==> src/rtl/fifo_uart_tx.sv <==
// Drains the byte FIFO through its ready/okuma_cs read handshake and
// serializes each popped byte as a UART frame: start, 8 data bits LSB first, optional parity, stop.
module fifo_uart_tx #(
   parameter int CLKS_PER_BIT = 16,
   parameter bit PARITY_EN    = 1'b0,
   parameter bit PARITY_ODD   = 1'b0
) (
   input  logic       clk,
   input  logic       rst,
   input  logic       enable,
   input  logic       fifo_ready,
   input  logic [7:0] fifo_data,
   output logic       fifo_okuma_cs,
   output logic       tx,
   output logic       busy,
   output logic       byte_done
);
   // state  | meaning
   // IDLE   | line high, waiting for enable & fifo_ready
   // START  | start bit (0) on the line
   // DATA   | data bit shift_reg[bit_idx], bit_idx 0..7
   // PARITY | parity bit (only reachable when PARITY_EN=1)
   // STOP   | stop bit (1); last cycle may pop the next byte

   localparam int            CW       = (CLKS_PER_BIT > 1) ? $clog2(CLKS_PER_BIT) : 1;
   localparam logic [CW-1:0] CNT_LOAD = CW'(CLKS_PER_BIT - 1);
   localparam logic [CW-1:0] CNT_ONE  = CW'(1);

   typedef enum logic [2:0] {IDLE, START, DATA, PARITY, STOP} state_t;

   state_t        state;
   logic [CW-1:0] cnt;
   logic [2:0]    bit_idx;
   logic [7:0]    shift_reg;
   logic          parity_bit;
   logic          bit_end;
   logic          take;

   // Bit-time down-counter: a state ends when it reaches zero.
   assign bit_end = (cnt == '0);

   // Gated by rst so the FIFO never sees a pop while the block is held in reset.
   assign take = rst & enable & fifo_ready &
                 ((state == IDLE) | ((state == STOP) & bit_end));
   assign fifo_okuma_cs = take;

   always_ff @(posedge clk or negedge rst) begin
      if (!rst) begin
         state      <= IDLE;
         cnt        <= '0;
         bit_idx    <= '0;
         shift_reg  <= '0;
         parity_bit <= 1'b0;
         tx         <= 1'b1;
         busy       <= 1'b0;
         byte_done  <= 1'b0;
      end else begin
         byte_done <= 1'b0;
         if (take) begin
            shift_reg  <= fifo_data;
            parity_bit <= PARITY_ODD ? ~^fifo_data : ^fifo_data;
            state      <= START;
            cnt        <= CNT_LOAD;
            bit_idx    <= '0;
            tx         <= 1'b0;
            busy       <= 1'b1;
         end else begin
            case (state)
               IDLE: begin
                  tx   <= 1'b1;
                  busy <= 1'b0;
               end
               START: begin
                  if (bit_end) begin
                     state <= DATA;
                     cnt   <= CNT_LOAD;
                     tx    <= shift_reg[0];
                  end else begin
                     cnt <= cnt - CNT_ONE;
                  end
               end
               DATA: begin
                  if (bit_end) begin
                     cnt <= CNT_LOAD;
                     if (bit_idx == 3'd7) begin
                        if (PARITY_EN) begin
                           state <= PARITY;
                           tx    <= parity_bit;
                        end else begin
                           state <= STOP;
                           tx    <= 1'b1;
                        end
                     end else begin
                        bit_idx <= bit_idx + 3'd1;
                        tx      <= shift_reg[bit_idx + 3'd1];
                     end
                  end else begin
                     cnt <= cnt - CNT_ONE;
                  end
               end
               PARITY: begin
                  if (bit_end) begin
                     state <= STOP;
                     cnt   <= CNT_LOAD;
                     tx    <= 1'b1;
                  end else begin
                     cnt <= cnt - CNT_ONE;
                  end
               end
               STOP: begin
                  // Set one cycle early so the registered pulse lands on the last stop cycle.
                  if (cnt == CNT_ONE) begin
                     byte_done <= 1'b1;
                  end
                  if (bit_end) begin
                     state <= IDLE;
                     tx    <= 1'b1;
                     busy  <= 1'b0;
                  end else begin
                     cnt <= cnt - CNT_ONE;
                  end
               end
               default: begin
                  state <= IDLE;
                  tx    <= 1'b1;
                  busy  <= 1'b0;
               end
            endcase
         end
      end
   end

endmodule

==> config.mk <==
export PLATFORM = sky130hd
export DESIGN_NAME = fifo_uart_tx
export DESIGN_NICKNAME = d
export VERILOG_FILES = /design/src/rtl/fifo_uart_tx.sv
export SDC_FILE = /design/constraint.sdc
export NUM_CORES = 1
export LEC_CHECK = 0
export ABC_AREA = 1
export CORE_ASPECT_RATIO = 1.5
export CORE_MARGIN = 2
export CORE_UTILIZATION = 40
export CTS_CLUSTER_SIZE = 12
export DETAILED_ROUTE_END_ITERATION = 6
export DONT_BUFFER_PORTS = 1
export PLACE_DENSITY_LB_ADDON = 0.08
export SLEW_MARGIN = 20
export SYNTH_ARGS = -nofsm -noshare
export SYNTH_HDL_FRONTEND = slang
export SYNTH_SLANG_ARGS = --single-unit
==> constraint.sdc <==
create_clock -name clk -period 3.2 [get_ports clk]
set_input_delay 0.32 -clock clk [delete_from_list [all_inputs] [get_ports clk]]
set_output_delay 0.32 -clock clk [all_outputs]
set_load 0.02 [all_outputs]
=== Yosys cells after proc, flatten, opt, wreduce, memory -nomap -nowiden ===
Index checks and enable logic that the tools add are counted.

* Add/subtract/negate cells: 2
* $mul: 0
* Div/mod/pow operators: 0
* Magnitude comparators: 1
* Eq/ne operators: 16
* Shifts and indexed selects: 0
* Muxes and demuxes: 29
* Bitwise logic cells: 5
* Reduce and logical (&&, ||, !) cells: 12

{| class="wikitable"
|+ Operator list
! kind !! count
|-
| $mux W3 || 10
|-
| $ne A3 B3 Y1 const B || 6
|-
| $pmux W3 S5 || 1
|-
| $mux W4 || 3
|-
| $mux W1 || 11
|-
| $pmux W4 S2 || 1
|-
| $eq A3 B2 Y1 const B || 2
|-
| $eq A3 B3 Y1 const B || 2
|-
| $reduce_and A3 Y1 || 2
|-
| $reduce_and A6 Y1 || 1
|-
| $and A1 B1 Y1 || 4
|-
| $eq A4 B1 Y1 const B || 1
|-
| $logic_not A4 Y1 || 1
|-
| $lt A3 B4 Y1 const B || 1
|-
| $ne A2 B2 Y1 const B || 2
|-
| $reduce_and A2 Y1 || 2
|-
| $reduce_bool A2 Y1 || 2
|-
| $sub A4 B1 Y4 const B || 1
|-
| $add A3 B1 Y3 const B || 1
|-
| $bmux W1 S3 || 1
|-
| $eq A3 B1 Y1 const B || 1
|-
| $logic_not A3 Y1 || 1
|-
| $ne A3 B1 Y1 const B || 1
|-
| $pmux W1 S3 || 1
|-
| 6 further kinds || 6
|}

* Bits in registers: 21
* Latch bits: 0
* Bits in writable memories: 0
* ROM bits: 0
* Input port bits: 12
* Output and inout bits: 4
* Logic and storage cells: 72
* Memories: 0

=== Depth between registers and ports, before layout ===
* Depth after elaboration: 7
* Depth in mapped cells: 10
* Depth with buffers taken out: 10

=== Worst setup path before layout ===
OpenSTA, ideal clock, no wires.

* Kind: register -> output
* Start point: reg cnt[0]
* End point: out fifo_okuma_cs
* Arrival: 1.159 ns
* Required time: 2.880 ns
* Path slack: 1.721 ns
* Stages on the path, launching flop included: 8
* Buffers on the path: 1
* Path through: dfrtp_1 -> inv_1 -> ha_1 -> nand2_2 -> nand2_2 -> nand2_4 -> inv_2 -> buf_6

* Longest elaborated chain between the ends: 4

{| class="wikitable"
|+ RTL lines
! item !! line !! source
|-
| from (decl) || 32 || <nowiki>logic [CW-1:0] cnt;</nowiki>
|-
| from (signal assigned) || 79 || <nowiki>cnt <= cnt - CNT_ONE;</nowiki>
|-
| from (signal assigned) || 98 || <nowiki>cnt <= cnt - CNT_ONE;</nowiki>
|-
| from (signal assigned) || 107 || <nowiki>cnt <= cnt - CNT_ONE;</nowiki>
|-
| $logic_not A4 Y1 || 40 || <nowiki>assign bit_end = (cnt == '0);</nowiki>
|-
| $and A1 B1 Y1 || 44 || <nowiki>((state == IDLE) | ((state == STOP) & bit_end));</nowiki>
|-
| $or A1 B1 Y1 || 44 ||
|-
| $and A1 B1 Y1 || 43 || <nowiki>assign take = rst & enable & fifo_ready &</nowiki>
|-
| to (decl) || 13 || <nowiki>output logic fifo_okuma_cs,</nowiki>
|}

Every way passes these cells.

=== Worst setup path in the final report ===
Ends and elaborated chain as after synthesis.

==> reports/metrics.sh <==
TIMING.FMAX_MHz=514
CTS_INSERTED_BUFFERS=3
PATH_CLASS='flip-flop to output pin'
CORE-AREA_MM2=0.00265
FRACTION_OF_THE_MAPPED_NETLIST_AREA_IN_COMPOUND_GATES=0.105
SETUP_VIOL=0
PLACEMENT.IO_BUFFERS=0
FINALWIRELENGTH_MM=2.02
LAYOUT-AREA-OVERHEAD-VS-SYNTH_PCT=7.07
POST_CTS.REPAIR.SETUP_BUFFERS=0
PWR_DENSITY_CELL_mW_PER_MM2=846
POST_SYNTH_INSTANCE_AREA_MM2=0.00110
SEQ_TOTAL_AREA_YOSYS=0.480
NUMBER_OF_FAILING_HOLD_ENDPOINTS_AT_THE_FINAL_STAGE=0
SYNTH-XOR-AREA-SHARE=0.00798
INITIAL_UTILIZATION=0.414
COMBINATIONAL_FAMILY_WITH_THE_MOST_AREA_AFTER_SYNTHESIS='simple AND/OR/NAND/NOR gates'
DIE_AREA_MM2=0.00319
SHARE_OF_FINAL_LAYOUT_STANDARD_CELLS_STRONGER_THAN_DRIVE_STRENGTH_1=0.156
DRV.MAX_CAP_VIOLATION_COUNT=0
DETAIL-ROUTE-ANTENNA-NETS=0
TIMING.FINAL.MAX_SLEW_VIOLATIONS=0
IR_DROP_mV=0.322
VIAS_PER_INSTANCE=4.63
CP_DATA_ARRIVAL_TIME_NS=1.63
FLOORPLAN.DIE.HEIGHT_UM=68.1
LARGEST_REGISTER_FFS=8
CLKSINKCOUNT=21
TIGHTEST_SLEW_NS=0.479
FINAL_CELL_MIX='45 x nand2_1, 20 x dfrtp_1, 12 x inv_1'
PLACE_CONGESTION=0.830
CTSROOTBUFFERMASTER='clkbuf_8'
SYN_AVG_CELL_AREA_UM2=8.31
CP_STARTPOINT_KIND='flip-flop'
CP-STARTPOINT='cnt[0]'
DIE_WIDTH_UM=46.8
DP_HPWL_MM=1.46
FIN_SKEW_NS=0.00168
RESULT_OF_THE_RUN='completed'
GRT_MAX_DEGREE=22
CRITPATHREQUIREDTIME_NS=2.88
FINALNONFILLERCELLS=172
P_LEAK_nW=0.600
CTS_MAX_LEVEL=1
PLACED_CELLS=167
SYNTH_CELL_TYPE_COUNT=25
YOSYS.AREA_SHARE.SIMPLE=0.293
TRITONCTS='built'
VIAS_IN_THE_FIRST_GLOBAL_ROUTE=846
GRT_PASS1_WL_MM=3.64
SYNTH_WARNINGS=0
FIRST_PASS_ITERS=3
LAYOUT_MIN_CYCLE_TIME_NS=1.95
SYN-INSTANCE-COUNT=132
CTS_HOLD_BUF=1
SYNTHTOPCELLSBYAREA='dfrtp_1 46%, nand2_1 15%, ha_1 4.6%'
WORST_SETUP_HOLD_PATH_CLK_SLEW_NS=0.08
ROW_COUNT=23
DRC=0
GRT_USAGE=0.159
WORSTSKEWPAIRLATENCY_NS=0.26
LAYOUT.CELLS.MOST_COMMON='nand2_1'
GLOBALROUTEOVERFLOWTOTAL=0
VIOLATION_COUNT_AFTER_THE_FIRST_DETAILED_ROUTE_ITERATION=16
WORST_SETUP_PATH_END_KIND='output pin'
TOTAL_NEGATIVE_SLACK_FOR_SETUP_CHECKS_NS=0
CTSLONGESTPATHBUFFERS=2
SYNTH_ADDER_AREA_SHARE=0.0456
HOLD_PATH_CLASS='input pin to async pin'
SYNTHDOMINANTCELLAREASHARE=0.456
NETS=152
WL_PER_CELL_UM=11.8
SYNTH.AREA.MUX_SHARE=0
IO_PINS=16
GRT_SETUP_UNREPAIRED='no'
TOTAL_VIAS_IN_THE_FINAL_ROUTE=797
TOTAL_OF_FLIP_FLOPS_PLUS_LATCHES_AFTER_SYNTHESIS=21
PERIOD_SHARE=0.608
SYNTH_TOP_CELL_BY_AREA='dfrtp_1'
MAXSLEWHEADROOM=0.680
RR_STARTPOINT='cnt[0]'
INITIAL_ANTENNA_VIOLATION_COUNT=0
CRIT_PATH_MAX_FANOUT=19
POST_CTS_RESIZE_COUNT=0
INSERTEDDIODECOUNT=0
SYNTHESIS.NETS=148
==> synthesized netlist by cell type, drive strengths merged <==
cell / n
nor2: 10
nand2: 48
nand4: 1
xor2: 1
o211ai: 2
nand3: 10
ha: 4
buf: 2
dfstp: 1
dfrtp: 20
o21ai: 10
nor3: 1
a21oi: 6
inv: 15
nand3b: 1
==> logic make-up after synthesis <==
kind of cell | count (synthesis)
AND/OR/NAND/NOR | 71
flip-flops | 21
AO/OA/AOI/OAI | 18
buffers and inverters | 17
adder cells (fa/ha/maj) | 4
XOR/XNOR | 1
==> routing by layer <==
metal	GRT usage	part of all wire	vias to the layer above	routed length, um
li1	-	-	427	-
met1	0.183	0.43	350	870
met2	0.265	0.51	14	1040
met3	0.0317	0.028	6	56
met4	0.0903	0.027	0	55
met5	0	0	-	0
==> critical path: stages (launching register included) <==
cell and delay [ns]:
dfrtp_1 0.38, inv_1 0.13, ha_1 0.22, nand2_2 0.12, nand2_2 0.10, nand2_4 0.13
inv_2 0.25
==> report_power, final <==
group / switching, mW / leakage [nW] / internal, mW
clock network: 0.0869 / 0.0228 / 0.0887
logic: 0.229 / 0.312 / 0.142
registers: 0.0797 / 0.265 / 0.368
total: 0.396 / 0.600 / 0.598
==> area by class of cell <==
cell class | instances | area [um2]
Inverter | 15 | 56.3
Timing Repair Buffer | 1 | 5.00
Tap cell | 37 | 46.3
Multi-Input combinational cell | 94 | 495
Clock buffer | 4 | 45.0
Sequential cell | 21 | 527
Fill cell | 291 | 1470
==> through the flow <==
stage | utilization | setup slack [ns] | total power [mW] | hold slack [ns] | instance area (um2)
floorplan | - | 1.72 | 0.749 | 0.0244 | 1100
CTS | 0.446 | 1.23 | 1.01 | 0.163 | 1180
global route | 0.444 | 1.09 | 1.09 | 0.0434 | 1170
global placement | 0.425 | 1.56 | 0.817 | 0.0249 | 1120
finish | 0.444 | 1.25 | 0.994 | 0.00857 | 1170
detailed placement | 0.425 | 1.51 | 0.822 | 0.0249 | 1120
==> path summary, 6_finish.rpt <==
check / to / slack [ns] / depth (start not counted)
hold / removal: cnt[1] / 0.009 / 1
max in group asynchronous: tx / 2.84 / 1
hold reg to reg: shift_reg[2] / 0.48 / 2
min in group clk: shift_reg[1] / 0.16 / 2
setup reg to reg: shift_reg[0] / 1.60 / 8
setup / recovery: fifo_okuma_cs / 1.25 / 6
(Power assumes the default switching activity.)
